File: config.mk
export PLATFORM = sky130hd
export DESIGN_NAME = pio_ctrl
export DESIGN_NICKNAME = d
export VERILOG_FILES = /design/src/rtl/pio_ctrl_pkg.sv /design/src/rtl/pio_irq_reg.sv /design/src/rtl/pio_ctrl.sv
export SDC_FILE = /design/constraint.sdc
export NUM_CORES = 1
export LEC_CHECK = 0
export ABC_AREA = 1
export CAP_MARGIN = 10
export CORE_UTILIZATION = 34
export DETAILED_ROUTE_END_ITERATION = 10
export PLACE_DENSITY_LB_ADDON = 0.12
export SYNTH_ARGS = -nofsm -noshare
export SYNTH_HDL_FRONTEND = slang
export SYNTH_SLANG_ARGS = --single-unit
File: constraint.sdc
create_clock -name clk -period 2 [get_ports clk]
set_input_delay 0.5 -clock clk [delete_from_list [all_inputs] [get_ports clk]]
set_output_delay 0.5 -clock clk [all_outputs]
set_load 0.01 [all_outputs]
File: src/rtl/pio_ctrl_pkg.sv
// Shared opcodes and FSM state encoding for the PIO host-side sequencer.
// Pure declarations; no latency or flow-control behaviour of its own.
package pio_ctrl_pkg;

    localparam logic [2:0] OP_NOP     = 3'd0;
    localparam logic [2:0] OP_IMEM_WR = 3'd1;
    localparam logic [2:0] OP_EN_SET  = 3'd2;
    localparam logic [2:0] OP_RESTART = 3'd3;
    localparam logic [2:0] OP_EXEC    = 3'd4;
    localparam logic [2:0] OP_IRQ_CLR = 3'd5;

    typedef enum logic [1:0] {
        IDLE,
        IMEM,
        RESTART,
        EXEC
    } pio_ctrl_state_t;

endpackage

File: src/rtl/pio_irq_reg.sv
// Shared 8-bit IRQ flag register: OR of per-SM set/clear plus a host clear mask.
// Latency: a request is visible one cycle later. No backpressure; set beats clear.
module pio_irq_reg #(
    parameter int NUM_SM = 4
) (
    input  logic                clk,
    input  logic                reset,
    input  logic [8*NUM_SM-1:0] sm_irq_set,
    input  logic [8*NUM_SM-1:0] sm_irq_clr,
    input  logic [7:0]          host_clr,
    output logic [7:0]          flags
);

    logic [7:0] set_any;
    logic [7:0] clr_any;

    always_comb begin
        set_any = '0;
        clr_any = '0;
        for (int i = 0; i < NUM_SM; i++) begin
            set_any = set_any | sm_irq_set[8*i +: 8];
            clr_any = clr_any | sm_irq_clr[8*i +: 8];
        end
    end

    always_ff @(posedge clk) begin
        if (reset) begin
            flags <= '0;
        end else begin
            flags <= (flags & ~clr_any & ~host_clr) | set_any;
        end
    end

endmodule

File: src/rtl/pio_ctrl.sv
// Host command sequencer for the PIO state machines; IRQ register built under PIO_CTRL_IRQ_EN.
// Latency: all effects registered, visible the cycle after acceptance.
// Backpressure: cmd_ready drops while an IMEM write, restart or EXEC is in flight.
module pio_ctrl
    import pio_ctrl_pkg::*;
#(
    parameter int NUM_SM  = 4,
    parameter int IMEM_AW = 5
) (
    input  logic                clk,
    input  logic                reset,
    input  logic                cmd_valid,
    output logic                cmd_ready,
    input  logic [2:0]          cmd_op,
    input  logic [IMEM_AW-1:0]  cmd_addr,
    input  logic [31:0]         cmd_data,
    output logic                cmd_err,
    output logic                imem_we,
    output logic [IMEM_AW-1:0]  imem_addr,
    output logic [15:0]         imem_wdata,
    output logic [NUM_SM-1:0]   sm_en,
    output logic [NUM_SM-1:0]   sm_restart,
    output logic [NUM_SM-1:0]   sm_imm,
    output logic [15:0]         imm_instr,
    input  logic [NUM_SM-1:0]   sm_penable,
    input  logic [8*NUM_SM-1:0] sm_irq_set,
    input  logic [8*NUM_SM-1:0] sm_irq_clr,
    output logic [7:0]          irq_flags
);

    pio_ctrl_state_t     state, state_nxt;
    logic [1:0]          exec_idx, exec_idx_nxt;
    logic [NUM_SM-1:0]   sm_en_nxt, sm_restart_nxt, sm_imm_nxt;
    logic [15:0]         imm_instr_nxt, imem_wdata_nxt;
    logic [IMEM_AW-1:0]  imem_addr_nxt;
    logic                imem_we_nxt, cmd_err_nxt;
    logic [7:0]          host_clr, host_clr_nxt;
    logic                accept, cmd_ok, exec_en, exec_pen;

    assign cmd_ready = (state == IDLE) && !reset;
    assign accept    = cmd_valid && cmd_ready;

    // Target lookup done by loop so NUM_SM < 4 never indexes past the bank.
    always_comb begin
        cmd_ok   = 1'b0;
        exec_en  = 1'b0;
        exec_pen = 1'b0;
        for (int i = 0; i < NUM_SM; i++) begin
            if (cmd_addr[1:0] == 2'(i) && sm_en[i]) cmd_ok = 1'b1;
            if (exec_idx == 2'(i)) begin
                exec_en  = sm_en[i];
                exec_pen = sm_penable[i];
            end
        end
    end

    always_comb begin
        state_nxt      = state;
        exec_idx_nxt   = exec_idx;
        sm_en_nxt      = sm_en;
        sm_restart_nxt = '0;
        sm_imm_nxt     = sm_imm;
        imm_instr_nxt  = imm_instr;
        imem_we_nxt    = 1'b0;
        imem_addr_nxt  = imem_addr;
        imem_wdata_nxt = imem_wdata;
        cmd_err_nxt    = 1'b0;
        host_clr_nxt   = '0;
        unique case (state)
            IDLE: begin
                if (accept) begin
                    case (cmd_op)
                        OP_NOP: ;
                        OP_IMEM_WR: begin
                            state_nxt      = IMEM;
                            imem_we_nxt    = 1'b1;
                            imem_addr_nxt  = cmd_addr;
                            imem_wdata_nxt = cmd_data[15:0];
                        end
                        OP_EN_SET: sm_en_nxt = cmd_data[NUM_SM-1:0];
                        OP_RESTART: begin
                            state_nxt      = RESTART;
                            sm_restart_nxt = cmd_data[NUM_SM-1:0];
                        end
                        OP_EXEC: begin
                            if (cmd_ok) begin
                                state_nxt     = EXEC;
                                exec_idx_nxt  = cmd_addr[1:0];
                                imm_instr_nxt = cmd_data[15:0];
                                for (int i = 0; i < NUM_SM; i++)
                                    sm_imm_nxt[i] = (cmd_addr[1:0] == 2'(i));
                            end else begin
                                cmd_err_nxt = 1'b1;
                            end
                        end
`ifdef PIO_CTRL_IRQ_EN
                        OP_IRQ_CLR: host_clr_nxt = cmd_data[7:0];
`endif
                        default: cmd_err_nxt = 1'b1;
                    endcase
                end
            end
            IMEM:    state_nxt = IDLE;
            RESTART: state_nxt = IDLE;
            EXEC: begin
                if (!exec_en) begin
                    state_nxt   = IDLE;
                    sm_imm_nxt  = '0;
                    cmd_err_nxt = 1'b1;
                end else if (exec_pen) begin
                    state_nxt  = IDLE;
                    sm_imm_nxt = '0;
                end
            end
        endcase
    end

    always_ff @(posedge clk) begin
        if (reset) begin
            state      <= IDLE;
            exec_idx   <= '0;
            sm_en      <= '0;
            sm_restart <= '0;
            sm_imm     <= '0;
            imm_instr  <= '0;
            imem_we    <= 1'b0;
            imem_addr  <= '0;
            imem_wdata <= '0;
            cmd_err    <= 1'b0;
            host_clr   <= '0;
        end else begin
            state      <= state_nxt;
            exec_idx   <= exec_idx_nxt;
            sm_en      <= sm_en_nxt;
            sm_restart <= sm_restart_nxt;
            sm_imm     <= sm_imm_nxt;
            imm_instr  <= imm_instr_nxt;
            imem_we    <= imem_we_nxt;
            imem_addr  <= imem_addr_nxt;
            imem_wdata <= imem_wdata_nxt;
            cmd_err    <= cmd_err_nxt;
            host_clr   <= host_clr_nxt;
        end
    end

`ifdef PIO_CTRL_IRQ_EN
    pio_irq_reg #(.NUM_SM(NUM_SM)) u_irq (
        .clk        (clk),
        .reset      (reset),
        .sm_irq_set (sm_irq_set),
        .sm_irq_clr (sm_irq_clr),
        .host_clr   (host_clr),
        .flags      (irq_flags)
    );
    logic unused_bits;
    assign unused_bits = ^cmd_data[31:16];
`else
    assign irq_flags = '0;
    logic unused_bits;
    assign unused_bits = ^{cmd_data[31:16], sm_irq_set, sm_irq_clr, host_clr};
`endif

endmodule

### Word-level counts from Yosys, hierarchy flattened

Cells that the tools add are included.

* register bits after elaboration: 55
* input bits: 111
* output and inout bits: 60
* logic and storage cells: 83

* equality and inequality tests: 19
* multiplexer cells: 30
* bitwise logic cells: 3
* reductions and logical operators: 21

Operators by type and width (number)
* $mux W4: 5
* $mux W1: 16
* $eq A2 B2 Y1 const B: 6
* $pmux W2 S3: 2
* $mux W2: 4
* $pmux W4 S2: 1
* $reduce_and A4 Y1: 2
* $reduce_or A4 Y1: 2
* $eq A2 B1 Y1 const B: 3
* $eq A3 B2 Y1 const B: 2
* $logic_and A1 B1 Y1: 6
* $logic_not A2 Y1: 3
* $ne A3 B3 Y1 const B: 2
* $reduce_and A3 Y1: 2
* $reduce_and A5 Y1: 1
* $ne A2 B2 Y1 const B: 2
* $ne A4 B1 Y1 const B: 1
* $pmux W1 S2: 2
* $eq A3 B1 Y1 const B: 1
* $eq A3 B3 Y1 const B: 1
* $logic_not A3 Y1: 1
* $not A1 Y1: 3
* $reduce_or A3 Y1: 1
* $ne A2 B1 Y1 const B: 1
* 3 further kinds: 3

### Depth between registers and ports, before layout

* depth in word-level cells: 10
* mapped depth: 12
* depth with buffers taken out: 12

### Least setup slack after synthesis

Ideal clock, no wire load.

* path kind: register to register
* from: register state[0]
* to: register imm_instr[10]
* library setup time: 116 ps
* arrival: 1359 ps
* required time: 1884 ps
* path slack: 525 ps
* cell stages (with the launch flop): 11
* path buffers: 1
* period minus slack after synthesis: 1475 ps
* path through: dfxtp_1 inv_1 ha_1 inv_1 nor2_4 nand2_2 nor2_2 o21ai_4 buf_6 o21ai_0 nor2_1

* cells in the longest elaborated chain, start to end: 4

RTL lines
* start, declared: RTL line pio_ctrl.sv:31 `pio_ctrl_state_t state, state_nxt;`
* start signal, assigned: RTL line pio_ctrl.sv:132 `state <= state_nxt;`
* $logic_not A2 Y1: RTL line pio_ctrl.sv:40 `assign cmd_ready = (state == IDLE) && !reset;`
* $logic_and A1 B1 Y1: RTL line pio_ctrl.sv:40
* via cmd_ready: RTL line pio_ctrl.sv:13 `output logic cmd_ready,`
* $logic_and A1 B1 Y1: RTL line pio_ctrl.sv:41 `assign accept = cmd_valid && cmd_ready;`
* $reduce_and A4 Y1 (no source line)
* end signal, assigned: RTL line pio_ctrl.sv:137 `imm_instr <= imm_instr_nxt;`
* end, declared: RTL line pio_ctrl.sv:24 `output logic [15:0] imm_instr,`

The timed path passes the listed nets, and every way through them passes these cells.
A chain may end at the register's enable or synchronous reset.

### Final worst setup path

* from: register state[0]
* to: output cmd_ready

* cells in the longest elaborated chain, start to end: 2

RTL lines (RTL line)
* $logic_not A2 Y1: pio_ctrl.sv:40
* $logic_and A1 B1 Y1: pio_ctrl.sv:40
* end, declared: pio_ctrl.sv:13

No other way between the ends.

==> flow_summary.ini <==
[clock_network]
clk_latency_ps = 300
clockRootBuffer = clkbuf_8
htreeDepth = 2
tritoncts = done
cts_resized = 1
cts_inserted_buffers = 5
postCtsHoldBufs = 0
clk_pin_slew_ps = 100
cts_num_sinks = 55
cts.path.max_buffers = 2
post-cts-setup-buffers = 0

[worst_hold_path]
hold_class = flip-flop to flip-flop
min_path_cells = 2

[grt]
use_met3 = 0.03835
gr-usage-met1 = 0.2284
grt.total_usage = 0.1672
top_usage_layer = met2
grt_antenna_before_repair = 0
grt_max_degree = 32
grt_pass1_wl_um = 9287
grt_pass1_vias = 1904
grt_overflow = 0
use_met2 = 0.2563

[synth]
synthTopCellsByCount = 77 x nor2_1, 55 x dfxtp_1, 42 x o21ai_0
synth.cell_area_mm2 = 0.002296
syn_avg_cell_area_um2 = 7.757
synth.yosys.seq_area_share = 0.4796
synth.distinct_cells = 27
yosys_warnings = 0
synth_top_area_frac = 0.4796
synth_area_leader_cell = dfxtp_1
synth_ff_type = dfxtp_1
synth_area_leaders = dfxtp_1 48%, nor2_1 13%, o21ai_0 9.2%
yosysMostFrequentCell = nor2_1
async_flop_share = 0
syn_inst = 296
synth_seq_cells = 55
synth_edf_count = 0

[timing]
setup_violations = 0
finalMaxSlewViolations = 0
final_hold_viol_count = 0
hold_ws_ps = 486.5
setup_tns_ps = 0
rsz0062_at_grt = no
max_freq_mhz = 523.1
period_share = 0.9559
clock_skew_ps = 8.737
period_needed_ps = 1912

[die]
die_area_mm2 = 0.007085
pin_count = 171
start_util = 0.3575
core_mm2 = 0.006422
fp.dieH_um = 84.18
rows = 29
die_x_um = 84.18

[detailed_routing]
drc = 11
vias = 2120
ant_nets = 0
first_pass_iters = 7
drt_iter0_drc = 116
detail_route.wl_per_cell_um = 12.18
via_per_inst = 4.549
routed_wl_um = 5676

[place]
dp_hpwl_um = 4170
io_buffers = 82
gp_congestion = 0.8610

[critical_path]
cp.required_ps = 1500
critPathKind = flip-flop to output pin
endpoint_kind = output pin
critPathArrivalTime_ps = 1410
crit_fanout = 3
reg2reg_depth = 10
worstSetupStartpointType = flip-flop
r2r_slack_ps = 240

[power]
powerDensity_mw_per_mm2 = 662.8
p_int_mw = 1.596
power.leakage_nw = 1.396
combPwrFrac = 0.215
swShare = 0.2774
clkPwrFrac = 0.258
irDropWorstVdd_mv = 0.4021
seqPwrFrac = 0.527
switchingPower_mw = 0.6128

[finish]
nets = 504
fill_cells = 627
n_antenna_cell = 0
drive_gt1_frac = 0.1131
synthToLayoutAreaGrowth_pct = 45.18

[run_status]
status = complete, but fails checks
violations = design-rule violations

[job]
maxCapViolCount = 0
==> cells in the final DEF, fill, tap and decap left out, types with 2 or more instances in the layout <==
| cell | Yosys | layout |
|---|---|---|
| a21oi_1 | 12 | 12 |
| a21oi_2 | 4 | 4 |
| buf_12 | 0 | 2 |
| buf_4 | 9 | 16 |
| clkbuf_8 | 0 | 5 |
| clkdlybuf4s50_1 | 0 | 81 |
| conb_1 | 1 | 8 |
| dfxtp_1 | 55 | 55 |
| ha_1 | 3 | 3 |
| inv_1 | 23 | 23 |
| inv_2 | 4 | 4 |
| nand2_1 | 18 | 18 |
| nand2_2 | 3 | 3 |
| nand3_1 | 13 | 13 |
| nand4_1 | 3 | 3 |
| nor2_1 | 77 | 77 |
| nor3_1 | 4 | 4 |
| o21ai_0 | 42 | 42 |
| o21ai_1 | 3 | 3 |
| o21ai_2 | 4 | 4 |
==> power groups by stage <==
stage / Combinational, mW / Clock [mW] / Sequential (mW)
global placement: 0.472 / 0 / 1.19
finish: 0.476 / 0.570 / 1.16
detailed placement: 0.479 / 0 / 1.19
CTS: 0.477 / 0.600 / 1.16
global route: 0.538 / 0.647 / 1.17
floorplan: 0.258 / 0 / 1.20
==> metrics by stage <==
stage                     cells  power (mW)  utilization  area, µm²  setup slack (ps)
after global routing        466       2.354       0.5190       3333            0.9529
final                       466       2.209       0.5190       3333             88.27
after floorplan             303       1.458            -       2322             525.1
after CTS                   466       2.242       0.5190       3333             72.71
after detailed placement    460       1.669       0.5073       3258            -153.7
after global placement      460       1.661       0.5073       3258            -140.0
==> critical path, stage by stage, from the launching register on <==
cell           delay, ps
dfxtp_1              360
inv_1                 70
ha_1                 230
inv_1                130
nor2_4                50
dlygate4sd2_1        280
==> final cells by class <==
| type | count | area [µm²] | share of cell area |
|---|---|---|---|
| clock buffers | 5 | 68.82 | 0.02065 |
| clock inverters | 1 | 7.507 | 0.002252 |
| inverters | 27 | 101.3 | 0.03041 |
| multi-input cells | 201 | 978.4 | 0.2935 |
| flip-flops and latches | 55 | 1101 | 0.3303 |
| well taps | 77 | 96.34 | 0.02890 |
| repair buffers | 100 | 979.7 | 0.2939 |
==> path summary, 6_finish.rpt <==
kind	start	end
worst min-delay path	imm_instr[5]$_SDFFE_PP0P_	imm_instr[5]$_SDFFE_PP0P_
worst max register to register	state[0]$_SDFFE_PP0P_	imm_instr[13]$_SDFFE_PP0P_
worst max-delay path	state[0]$_SDFFE_PP0P_	cmd_ready
worst min register to register	imm_instr[5]$_SDFFE_PP0P_	imm_instr[5]$_SDFFE_PP0P_
==> registers in the layout (all words and copies together) (netlist names) <==
signal / flops
cmd_err: 1
exec_idx: 2
imem_addr: 5
imem_wdata: 16
imem_we: 1
imm_instr: 16
sm_en: 4
sm_imm: 4
sm_restart: 4
state: 2
==> cell families after synthesis <==
logic type | synth area share
compound gates | 0.1619
flops | 0.4796
buf+inv | 0.1084
other cells | 0.001633
fa+ha+maj | 0.01635
simple gates | 0.2322
==> metal layers <==
layer  routed length [µm]  vias up
li1                     -     1119
met1                 2751      934
met2                 2531       61
met3                  300        6
met4                   91        0
met5                    0        -
Note: power is estimated with default switching activity, not from simulation.
